### src/rtl/cby_param.sv
// Parametrised Y-direction connection block: track pass-through, scan-chain configured IPIN muxes,
// configuration-complete gating. Optional even-parity check on the loaded chain via `CBY_CFG_PARITY_EN.
module cby_param #(
    parameter int CHAN_W   = 10,
    parameter int NUM_IPIN = 11,
    parameter int MUX_SIZE = 4
) (
    input  logic                prog_clk,
    input  logic                pReset,
    input  logic                ccff_en,
    input  logic                ccff_head,
    output logic                ccff_tail,
    input  logic [CHAN_W-1:0]   chany_bottom_in,
    input  logic [CHAN_W-1:0]   chany_top_in,
    output logic [CHAN_W-1:0]   chany_bottom_out,
    output logic [CHAN_W-1:0]   chany_top_out,
    output logic [NUM_IPIN-1:0] ipin_out,
    output logic                cfg_done,
    output logic                cfg_err
);

    localparam int SEL_W = ($clog2(MUX_SIZE) < 1) ? 1 : $clog2(MUX_SIZE);
    localparam int L     = NUM_IPIN * SEL_W;
`ifdef CBY_CFG_PARITY_EN
    localparam int C     = L + 1;
`else
    localparam int C     = L;
`endif
    localparam int CNT_W = $clog2(C + 1);

    localparam logic [CNT_W-1:0] C_FULL = CNT_W'(C);
    localparam logic [CNT_W-1:0] C_LAST = CNT_W'(C - 1);
    localparam logic [SEL_W:0]   MUX_N  = (SEL_W + 1)'(MUX_SIZE);

    logic [C-1:0]        cfg_q, cfg_d;
    logic [CNT_W-1:0]    cnt_q, cnt_d;
    logic                cfg_done_q, cfg_done_d;
    logic [NUM_IPIN-1:0] mux_o;

    assign chany_top_out    = chany_bottom_in;
    assign chany_bottom_out = chany_top_in;

    // NOTE: every always_comb output gets its hold value first so no path can infer a latch.
    always_comb begin
        cfg_d      = cfg_q;
        cnt_d      = cnt_q;
        cfg_done_d = cfg_done_q;
        if (ccff_en) begin
            // Truncating cast drops the old MSB, which has already left through ccff_tail.
            cfg_d = C'({cfg_q, ccff_head});
            if (cnt_q != C_FULL) begin
                cnt_d = cnt_q + CNT_W'(1);
            end
            if (cnt_q == C_LAST) begin
                cfg_done_d = 1'b1;
            end
        end
    end

    // NOTE: sequential state uses non-blocking assignments so all flops sample pre-edge values.
    always_ff @(posedge prog_clk or negedge pReset) begin
        if (!pReset) begin
            cfg_q      <= '0;
            cnt_q      <= '0;
            cfg_done_q <= 1'b0;
        end else begin
            cfg_q      <= cfg_d;
            cnt_q      <= cnt_d;
            cfg_done_q <= cfg_done_d;
        end
    end

`ifdef CBY_CFG_PARITY_EN
    logic cfg_err_q, cfg_err_d;

    // Once the chain is full, re-evaluate parity every edge so a reload is re-checked.
    always_comb begin
        cfg_err_d = cfg_err_q;
        if (cnt_q == C_FULL) begin
            cfg_err_d = ^cfg_q;
        end
    end

    always_ff @(posedge prog_clk or negedge pReset) begin
        if (!pReset) begin
            cfg_err_q <= 1'b0;
        end else begin
            cfg_err_q <= cfg_err_d;
        end
    end

    assign cfg_err = cfg_err_q;
`else
    assign cfg_err = 1'b0;
`endif

    // Mux input k of ipin i taps track (i*MUX_SIZE/2 + k/2) mod CHAN_W; even k bottom, odd k top.
    for (genvar gi = 0; gi < NUM_IPIN; gi++) begin : g_ipin
        logic [MUX_SIZE-1:0] taps;
        logic [SEL_W-1:0]    sel;

        for (genvar gk = 0; gk < MUX_SIZE; gk++) begin : g_tap
            localparam int T = (gi * (MUX_SIZE / 2) + gk / 2) % CHAN_W;
            if (gk % 2 == 0) begin : g_bot
                assign taps[gk] = chany_bottom_in[T];
            end else begin : g_top
                assign taps[gk] = chany_top_in[T];
            end
        end

        assign sel       = cfg_q[gi*SEL_W +: SEL_W];
        assign mux_o[gi] = ({1'b0, sel} < MUX_N) ? taps[sel] : 1'b0;
    end

    assign ccff_tail = cfg_q[C-1];
    assign cfg_done  = cfg_done_q;
    assign ipin_out  = mux_o & {NUM_IPIN{cfg_done_q & ~ccff_en & ~cfg_err}};

endmodule

### config.mk
export PLATFORM = sky130hd
export DESIGN_NAME = cby_param
export DESIGN_NICKNAME = d
export VERILOG_FILES = /design/src/rtl/cby_param.sv
export SDC_FILE = /design/constraint.sdc
export NUM_CORES = 1
export LEC_CHECK = 0
export ABC_CLOCK_PERIOD_IN_PS = 1400
export BUFFER_PORTS_ARGS = -buffer_cell sky130_fd_sc_hd__buf_2
export CELL_PAD_IN_SITES_DETAIL_PLACEMENT = 1
export CELL_PAD_IN_SITES_GLOBAL_PLACEMENT = 1
export CORE_MARGIN = 2
export CORE_UTILIZATION = 40
export CTS_CLUSTER_SIZE = 10
export DETAILED_ROUTE_END_ITERATION = 7
export GPL_ROUTABILITY_DRIVEN = 0
export GPL_TIMING_DRIVEN = 0
export PLACE_DENSITY_LB_ADDON = 0.1
export SLEW_MARGIN = 20
export SYNTH_ARGS = -nofsm -noshare
export SYNTH_HDL_FRONTEND = slang
export SYNTH_SLANG_ARGS = --single-unit
### constraint.sdc
create_clock -name prog_clk -period 1.4 [get_ports prog_clk]
set_input_delay 0.07 -clock prog_clk [delete_from_list [all_inputs] [get_ports prog_clk]]
set_output_delay 0.07 -clock prog_clk [all_outputs]
set_load 0.02 [all_outputs]
==> results of run 1 <==
sequential cells by signal, indices dropped and copies added (netlist names):
register,flops
cfg_q,22
cnt_q,5
cfg_done,1
final cells by class:
class | instances | area [sq um] | area share, %
Inverter | 3 | 11.3 | 0.497
Timing Repair Buffer | 68 | 444 | 19.6
Buffer | 25 | 199 | 8.77
Tap cell | 50 | 62.6 | 2.76
Multi-Input combinational cell | 62 | 795 | 35.0
Clock buffer | 4 | 55.1 | 2.43
Sequential cell | 28 | 701 | 30.9
cells in the final DEF, fill, tap and decap left out, drive strengths merged:
master and count:
nand4 1, clkbuf 4, nor2b 11, ha 3, nand3 1, nand4b 1, xnor2 3, dfrtp 28
buf 92, nand2 1, dlygate4sd3 1, and2 1, a41o 1, mux4 11, conb 1, inv 3
and3 1, mux2i 1, mux2 22, nand2b 1, o21ai 1, a21oi 1
where the power goes:
group | leakage [nW] | switching [mW] | total [mW] | internal [mW]
clock network | 0.0288 | 0.254 | 0.507 | 0.252
registers | 0.334 | 0.332 | 1.50 | 1.16
logic | 0.748 | 0.670 | 1.79 | 1.12
total | 1.11 | 1.26 | 3.80 | 2.54
routing by layer:
layer	track usage [%]	vias to the layer above
met5	0	-
met4	4.79	0
met3	2.33	4
met2	28.8	37
met1	18.9	585
li1	-	541
logic make-up (layout without fill, tap and decap cells):
family,after synthesis,count (layout),share of synthesized area [%]
AOI/OAI and AO/OA,3,3,1.17
xor gates and xnor gates,3,3,1.54
adders and majority gates,3,3,2.20
buffers and inverters,28,100,12.3
DFF,28,28,41.1
muxes,34,34,29.6
other,1,1,0.220
and+or+nand+nor,18,18,11.8
timing repair:
item	4_1_cts	5_1_grt
setup endpoints to repair	11	11
hold buffers	1	0
buffers inserted	10	2
gates resized for setup	22	0
endpoints found under the hold margin	28	0
worst min-delay path by stage:
stage	slack [ns]	to	cells after the start	from
after floorplan	-0.23	cfg_done$_DFFE_PN0P_	0	pReset
after global placement	0.11	cfg_q[20]$_DFFE_PN0P_	1	pReset
after detailed placement	0.12	cfg_q[18]$_DFFE_PN0P_	1	pReset
after CTS	0.03	cfg_q[0]$_DFFE_PN0P_	2	ccff_head
after global routing	0.03	cfg_q[0]$_DFFE_PN0P_	2	ccff_head
final	0.03	cfg_q[0]$_DFFE_PN0P_	2	ccff_head
stage by stage:
step | setup WS, ns | setup TNS, ns
3_5_place_dp | 0.141 | 0
3_3_place_gp | 0.149 | 0
4_1_cts | -0.130 | -1.27
2_1_floorplan | 0.293 | 0
6_report | -0.121 | -1.09
5_1_grt | -0.172 | -1.69
worst register-to-register path: stages (launching register included):
cell,delay [ns]
dfrtp_1,0.45
inv_1,0.07
ha_1,0.20
nand4b_1,0.14
nand4_1,0.13
xnor2_1,0.15
==> flow_metrics.env, run 1 <==
export IMPL_p_total_mw=3.80
export IMPL_cts_tree="built"
export IMPL_grt_use_total_pct=15.7
export IMPL_stdcell_count=240
export IMPL_worstPathCellList="mux4_2 > nor2b_4 > buf_6"
export IMPL_die_area_sq_um=4800
export IMPL_slowest_stage="mux4_2"
export IMPL_drt_initial_drc_count=27
export IMPL_criticalPathCategory="register to primary output"
export IMPL_pin_count=58
export IMPL_synth_seq_cells=28
export IMPL_postSynthCellCount=118
export IMPL_num_antenna_cells=0
export IMPL_vdd_drop_max_mv=0.710
export IMPL_hold_class="input port to register"
export IMPL_cp_max_fo=3
export IMPL_yosys_top_cells_count="28 x dfrtp_1, 22 x buf_4, 21 x mux2_2, 11 x mux4_2, 11 x nor2b_4"
export IMPL_wl_met2_um=1960
export IMPL_n_fill_cell=425
export IMPL_antenna_found_initial=0
export IMPL_setup_violations=11
export IMPL_startpoint_type="register"
export IMPL_async_flop_share_pct=100
export IMPL_max_cap_viol_count=0
export IMPL_slew_violations=0
export IMPL_synth_edf_count=0
export IMPL_rsz0062_at_grt="true"
export IMPL_r2r_start="cnt_q[0]$_DFFE_PN0P_"
export IMPL_timing_rr_end="cnt_q[3]$_DFFE_PN0P_"
export IMPL_postRouteAntennaNets=0
export IMPL_highest_layer="met4"
export IMPL_cts_sinks=28
export IMPL_clk_pin_slew_ns=0.10
export IMPL_grt_max_degree=29
export IMPL_die_y_um=69.3
export IMPL_grt_pass1_vias=1291
export IMPL_ff2ff_setup_slack_ns=0.15
export IMPL_cp_top_family="multiplexers"
export IMPL_required_ns=1.33
export IMPL_cp_num_buf_inv=1
export IMPL_cp_startpoint="cfg_q[12]$_DFFE_PN0P_"
export IMPL_status="complete, but fails checks"
export IMPL_critPathCapture="ipin_out[6]"
export IMPL_syn_to_final_growth_pct=32.9
export IMPL_design_area_sq_um=2270
export IMPL_drive_gt1_share_pct=73.7
export IMPL_dr_wl_met3_um=158
export IMPL_insertion_delay_ns=0.27
export IMPL_synth_most_common_cell="dfrtp_1"
export IMPL_fp_row_count=23
export IMPL_worstSetupEndpointType="primary output"
export IMPL_fin_crit_ns=1.52
export IMPL_final_util_pct=55.9
export IMPL_synth_top_area_share_pct=41.1
export IMPL_maxSlewHeadroom_pct=58.6
export IMPL_whs_ns=0.0255
export IMPL_grt_ovfl_total=0
export IMPL_r2r_cells=5
export IMPL_placed_area_sq_um=2040
export IMPL_dp_hpwl_um=2730
export IMPL_vias=1167
export IMPL_grt_pass1_wl_um=6150
export IMPL_yosys_top_cells_area="dfrtp_1 41%, mux4_2 15%, mux2_2 14%"
export IMPL_fin_ws_ns=-0.121
export IMPL_cts_inserted_buffers=3
export IMPL_dr_pass1_iters=4
export IMPL_ys_warn_count=0
export IMPL_clock_path_buffers=2
export IMPL_root_buffer="clkbuf_8"
export IMPL_wirelength_um=3540
export IMPL_period_share_pct=109
export IMPL_cpPeakStageDelay_ns=0.52
export IMPL_hold_viol=0
export IMPL_syn_avg_cell_area_sq_um=14.5
export IMPL_tightest_slew_ns=0.621
export IMPL_htreeDepth=1
export IMPL_fmax_mhz=658
export IMPL_finClkSkew_ns=0.00190
export IMPL_synth_nets=145
export IMPL_start_util_pct=42.0
export IMPL_drt_met1_wl_um=1380
export IMPL_routed_via_density=4.86
export IMPL_arrival_ns=1.45
export IMPL_worst_path_stages=3
export IMPL_yosysUniqueCellTypes=22
export IMPL_die_x_um=69.3
export IMPL_coreArea_sq_um=4060
export IMPL_synth_largest_area_cell="dfrtp_1"
export IMPL_violations="negative setup slack"
export IMPL_nets=218
export IMPL_drc=0
export IMPL_io_buffers=55
export IMPL_p_per_area_nw_per_um2=1670
export IMPL_synth_area_sq_um=1710
export IMPL_synth_flop_cell="dfrtp_1"
export IMPL_wire_per_inst_um=14.8
export IMPL_synth_seq_area_share_pct=41.1
export IMPL_p_leak_nw=1.11
export IMPL_dp_cells=223
Power figures use the tool's default switching activity.
==> run 2, diff against run 1 <==
Settings changed: CORE_ASPECT_RATIO set to 0.8.
==> flow_metrics.env, run 2 (synthesis gave the netlist of run 1 again) <==
export IMPL_max_cap_viol_count=0
export IMPL_cpPeakStageDelay_ns=0.51
export IMPL_start_util_pct=41.1
export IMPL_worstSetupEndpointType="primary output"
export IMPL_cp_max_fo=2
export IMPL_required_ns=1.33
export IMPL_violations="negative setup slack"
export IMPL_status="complete, but fails checks"
export IMPL_die_area_sq_um=4800
export IMPL_worstPathCellList="mux4_2 > nor2b_4 > buf_6"
export IMPL_cts_inserted_buffers=3
export IMPL_period_share_pct=108
export IMPL_fin_crit_ns=1.51
export IMPL_criticalPathCategory="register to primary output"
export IMPL_cts_tree="built"
export IMPL_vdd_drop_max_mv=0.663
export IMPL_clk_pin_slew_ns=0.09
export IMPL_drc=0
export IMPL_wire_per_inst_um=14.6
export IMPL_nets=217
export IMPL_largest_reg_flops=22
export IMPL_setup_violations=11
export IMPL_wirelength_um=3600
export IMPL_syn_to_final_growth_pct=33.0
export IMPL_postRouteAntennaNets=0
export IMPL_place_ws_ns=0.134
export IMPL_final_util_pct=54.6
export IMPL_dp_hpwl_um=2710
export IMPL_slowest_stage="mux4_2"
export IMPL_grt_max_degree=29
export IMPL_dr_pass1_iters=4
export IMPL_drt_initial_drc_count=22
export IMPL_fp_row_count=21
export IMPL_cp_top_family="multiplexers"
export IMPL_coreArea_sq_um=4150
export IMPL_grt_pass1_wl_um=6220
export IMPL_cp_num_buf_inv=1
export IMPL_hold_class="input port to register"
export IMPL_io_buffers=55
export IMPL_fmax_mhz=663
export IMPL_cts_sinks=28
export IMPL_arrival_ns=1.44
export IMPL_startpoint_type="register"
export IMPL_die_x_um=77
export IMPL_pin_count=58
export IMPL_fin_ws_ns=-0.108
export IMPL_slew_violations=0
export IMPL_grt_pass1_vias=1326
export IMPL_antenna_found_initial=0
export IMPL_rsz0062_at_grt="true"
export IMPL_num_antenna_cells=0
export IMPL_final_cell_mix="44 x buf_2, 33 x buf_4, 28 x dfrtp_1"
export IMPL_insertion_delay_ns=0.27
export IMPL_regMostFlops="cfg_q"
export IMPL_root_buffer="clkbuf_8"
export IMPL_drive_gt1_share_pct=73.5
export IMPL_tightest_slew_ns=0.638
export IMPL_clock_path_buffers=2
export IMPL_routed_via_density=4.72
export IMPL_maxSlewHeadroom_pct=57.5
export IMPL_vias=1160
export IMPL_htreeDepth=1
export IMPL_grt_use_total_pct=16.2
export IMPL_p_per_area_nw_per_um2=1670
export IMPL_grt_ovfl_total=0
export IMPL_hold_viol=0
export IMPL_final_common_cell="buf_2"
export IMPL_finClkSkew_ns=0.00198
export IMPL_p_leak_nw=1.11
export IMPL_die_y_um=62.4
[run 2: changes by cell type in the layout (fill, tap and decap cells not counted)]
cell / before / now
buf_4: 34 / 33
[run 2: path summary, 6_finish.rpt]
| path | from | end | slack (ns) | cells past startpoint |
|---|---|---|---|---|
| worst min register to register | cnt_q[4]$_DFFE_PN0P_ | cnt_q[4]$_DFFE_PN0P_ | 0.52 | 1 |
| min in group asynchronous | pReset | cfg_done$_DFFE_PN0P_ | 0.35 | 2 |
| max in group asynchronous | pReset | cfg_q[19]$_DFFE_PN0P_ | 0.64 | 2 |
| worst min-delay path | ccff_head | cfg_q[0]$_DFFE_PN0P_ | 0.05 | 2 |
| worst max register to register | cnt_q[0]$_DFFE_PN0P_ | cnt_q[1]$_DFFE_PN0P_ | 0.13 | 5 |
| worst max-delay path | cfg_q[16]$_DFFE_PN0P_ | ipin_out[8] | -0.11 | 3 |
[run 2: report_power, final]
part | switching [mW] | leakage (nW) | internal (mW)
logic | 0.668 | 0.743 | 1.13
clock network | 0.240 | 0.0288 | 0.251
registers | 0.340 | 0.334 | 1.16
total | 1.25 | 1.11 | 2.55
[run 2: layout make-up]
cell class / instances / area [sq um]
inverter: 3 / 11.3
fill: 445 / 1880
buffer: 25 / 199
multi-input combinational: 62 / 795
clock buffer: 4 / 55.1
tap: 57 / 71.3
timing repair buffer: 67 / 437
sequential: 28 / 701
[run 2: per-stage QoR]
stage | hold WS [ns] | std cells | setup TNS [ns] | power [mW] | instance area, sq um
3_5_place_dp | 0.129 | 230 | 0 | 3.04 | 2050
6_report | 0.0481 | 246 | -1.01 | 3.79 | 2270
4_1_cts | 0.0463 | 245 | -1.18 | 3.82 | 2260
5_1_grt | 0.0378 | 246 | -1.71 | 4.06 | 2270
2_1_floorplan | -0.226 | 118 | 0 | 2.62 | 1710
3_3_place_gp | 0.116 | 230 | 0 | 2.97 | 2050
[run 2: repair_timing]
| item | 4_1_cts | 5_1_grt |
|---|---|---|
| setup endpoints to repair | 11 | 11 |
| hold buffers | 1 | 0 |
| pin swaps | 0 | 0 |
| gates resized for setup | 22 | 0 |
| buffers inserted | 10 | 1 |
| endpoints found under the hold margin | 28 | 0 |
[run 2: worst reg2reg max path, delay by kind of cell (launching register included)]
kind | cells | cell delay, ns
buffers and inverters | 1 | 0.08
DFF | 1 | 0.45
and+or+nand+nor | 2 | 0.34
adders and majority gates | 1 | 0.15
muxes | 1 | 0.19
[run 2: per-layer routing]
layer | wire length [um] | track usage, % | share of wire (%)
met4 | 25 | 5.13 | 0.69
met1 | 1580 | 20.6 | 44
met2 | 1770 | 28.0 | 49
met5 | 0 | 0 | 0
met3 | 233 | 3.03 | 6.5
==> run 3, diff against run 2 <==
Settings changed: CELL_PAD_IN_SITES_DETAIL_PLACEMENT 1 to 0.
==> flow_metrics.env, run 3 (synthesis gave the netlist of run 1 again) <==
export IMPL_design_area_sq_um=2260
export IMPL_cts_sinks=28
export IMPL_num_antenna_cells=0
export IMPL_dp_cells=230
export IMPL_placed_area_sq_um=2050
export IMPL_vdd_drop_max_mv=0.612
export IMPL_drc=0
export IMPL_maxSlewHeadroom_pct=58.8
export IMPL_wirelength_um=3340
export IMPL_cts_inserted_buffers=3
export IMPL_n_fill_cell=376
export IMPL_clock_path_buffers=2
export IMPL_finClkSkew_ns=0.00474
export IMPL_wire_per_inst_um=13.6
export IMPL_dp_hpwl_um=2500
export IMPL_tightest_slew_ns=0.617
export IMPL_max_cap_viol_count=0
export IMPL_vias=1170
export IMPL_grt_ovfl_total=0
export IMPL_grt_max_degree=29
export IMPL_worstSetupEndpointType="primary output"
export IMPL_largest_reg_flops=22
export IMPL_final_common_cell="buf_2"
export IMPL_syn_to_final_growth_pct=32.6
export IMPL_hold_class="input port to register"
export IMPL_antenna_found_initial=0
export IMPL_grt_pass1_vias=1176
export IMPL_slew_violations=0
export IMPL_start_util_pct=41.1
export IMPL_p_leak_nw=1.10
export IMPL_nets=218
export IMPL_cts_tree="built"
export IMPL_dr_pass1_iters=4
export IMPL_io_buffers=55
export IMPL_violations="negative setup slack"
export IMPL_startpoint_type="register"
export IMPL_setup_violations=11
export IMPL_period_share_pct=108
export IMPL_rsz0062_at_grt="true"
export IMPL_clk_pin_slew_ns=0.09
export IMPL_postRouteAntennaNets=0
export IMPL_arrival_ns=1.44
export IMPL_drt_initial_drc_count=28
export IMPL_p_per_area_nw_per_um2=1650
export IMPL_required_ns=1.33
export IMPL_grt_pass1_wl_um=5530
export IMPL_pin_count=58
export IMPL_fmax_mhz=662
export IMPL_fp_row_count=21
export IMPL_root_buffer="clkbuf_8"
export IMPL_die_y_um=62.4
export IMPL_cp_max_fo=3
export IMPL_stdcell_count=246
export IMPL_grt_use_total_pct=14.3
export IMPL_final_cell_mix="44 x buf_2, 34 x buf_4, 28 x dfrtp_1"
export IMPL_status="complete, but fails checks"
export IMPL_die_x_um=77
export IMPL_die_area_sq_um=4800
export IMPL_insertion_delay_ns=0.27
export IMPL_fin_ws_ns=-0.111
export IMPL_routed_via_density=4.76
export IMPL_hold_viol=0
export IMPL_coreArea_sq_um=4150
export IMPL_htreeDepth=1
export IMPL_criticalPathCategory="register to primary output"
export IMPL_drive_gt1_share_pct=73.5
export IMPL_fin_crit_ns=1.51
export IMPL_regMostFlops="cfg_q"
run 3: area by class of cell:
| cell class | count | area [sq um] | share of cell area [%] |
|---|---|---|---|
| Tap cell | 57 | 71.3 | 3.15 |
| Inverter | 3 | 11.3 | 0.498 |
| Multi-Input combinational cell | 62 | 795 | 35.1 |
| Sequential cell | 28 | 701 | 31.0 |
| Clock buffer | 3 | 41.3 | 1.83 |
| Buffer | 25 | 199 | 8.79 |
| Timing Repair Buffer | 68 | 444 | 19.6 |
run 3: timing repair:
| item | CTS | global route |
|---|---|---|
| setup endpoints to repair | 11 | 11 |
| hold endpoints to repair | 28 | 0 |
| setup buffers | 9 | 3 |
| pin swaps | 0 | 0 |
| hold buffers | 1 | 0 |
| resized for setup | 22 | 0 |
run 3: through the flow:
| stage | worst slack (ns) | total power, mW | hold WS [ns] | utilization, % | setup TNS [ns] |
|---|---|---|---|---|---|
| 2_1_floorplan | 0.293 | 2.62 | -0.226 | - | 0 |
| 6_report | -0.111 | 3.74 | 0.0403 | 54.5 | -0.998 |
| 5_1_grt | -0.170 | 3.99 | 0.0431 | 54.5 | -1.59 |
| 4_1_cts | -0.130 | 3.71 | 0.0433 | 53.9 | -1.11 |
| 3_3_place_gp | 0.159 | 2.97 | 0.116 | 49.4 | 0 |
| 3_5_place_dp | 0.137 | 3.02 | 0.128 | 49.4 | 0 |
run 3: final timing paths:
check	to	startpoint	slack (ns)	cells after the start
min in group asynchronous	cnt_q[1]$_DFFE_PN0P_	pReset	0.34	2
setup reg to reg	cnt_q[1]$_DFFE_PN0P_	cnt_q[0]$_DFFE_PN0P_	0.15	5
setup / recovery	ipin_out[2]	cfg_q[4]$_DFFE_PN0P_	-0.11	3
hold reg to reg	cnt_q[4]$_DFFE_PN0P_	cnt_q[4]$_DFFE_PN0P_	0.52	1
max in group asynchronous	cfg_q[9]$_DFFE_PN0P_	pReset	0.65	2
hold / removal	cfg_q[0]$_DFFE_PN0P_	ccff_head	0.04	2
run 3: where the power goes:
| group | internal (mW) | switching [mW] | total [mW] |
|---|---|---|---|
| Combinational | 1.15 | 0.658 | 1.81 |
| Sequential | 1.16 | 0.344 | 1.51 |
| Clock | 0.193 | 0.227 | 0.420 |
run 3: worst max-delay path, cell delays in order, from the launching register on:
cell     delay (ns)
dfrtp_1        0.39
mux4_2         0.52
nor2b_4        0.14
buf_6          0.13
run 3: layer usage:
metal	global-route usage [%]	routed length, um	part of all wire, %	vias up
met1	18.8	1520	46	581
met2	25.1	1570	47	44
met3	2.46	230	6.9	2
li1	-	-	-	543
met4	2.68	19	0.57	0
met5	0	0	0	-
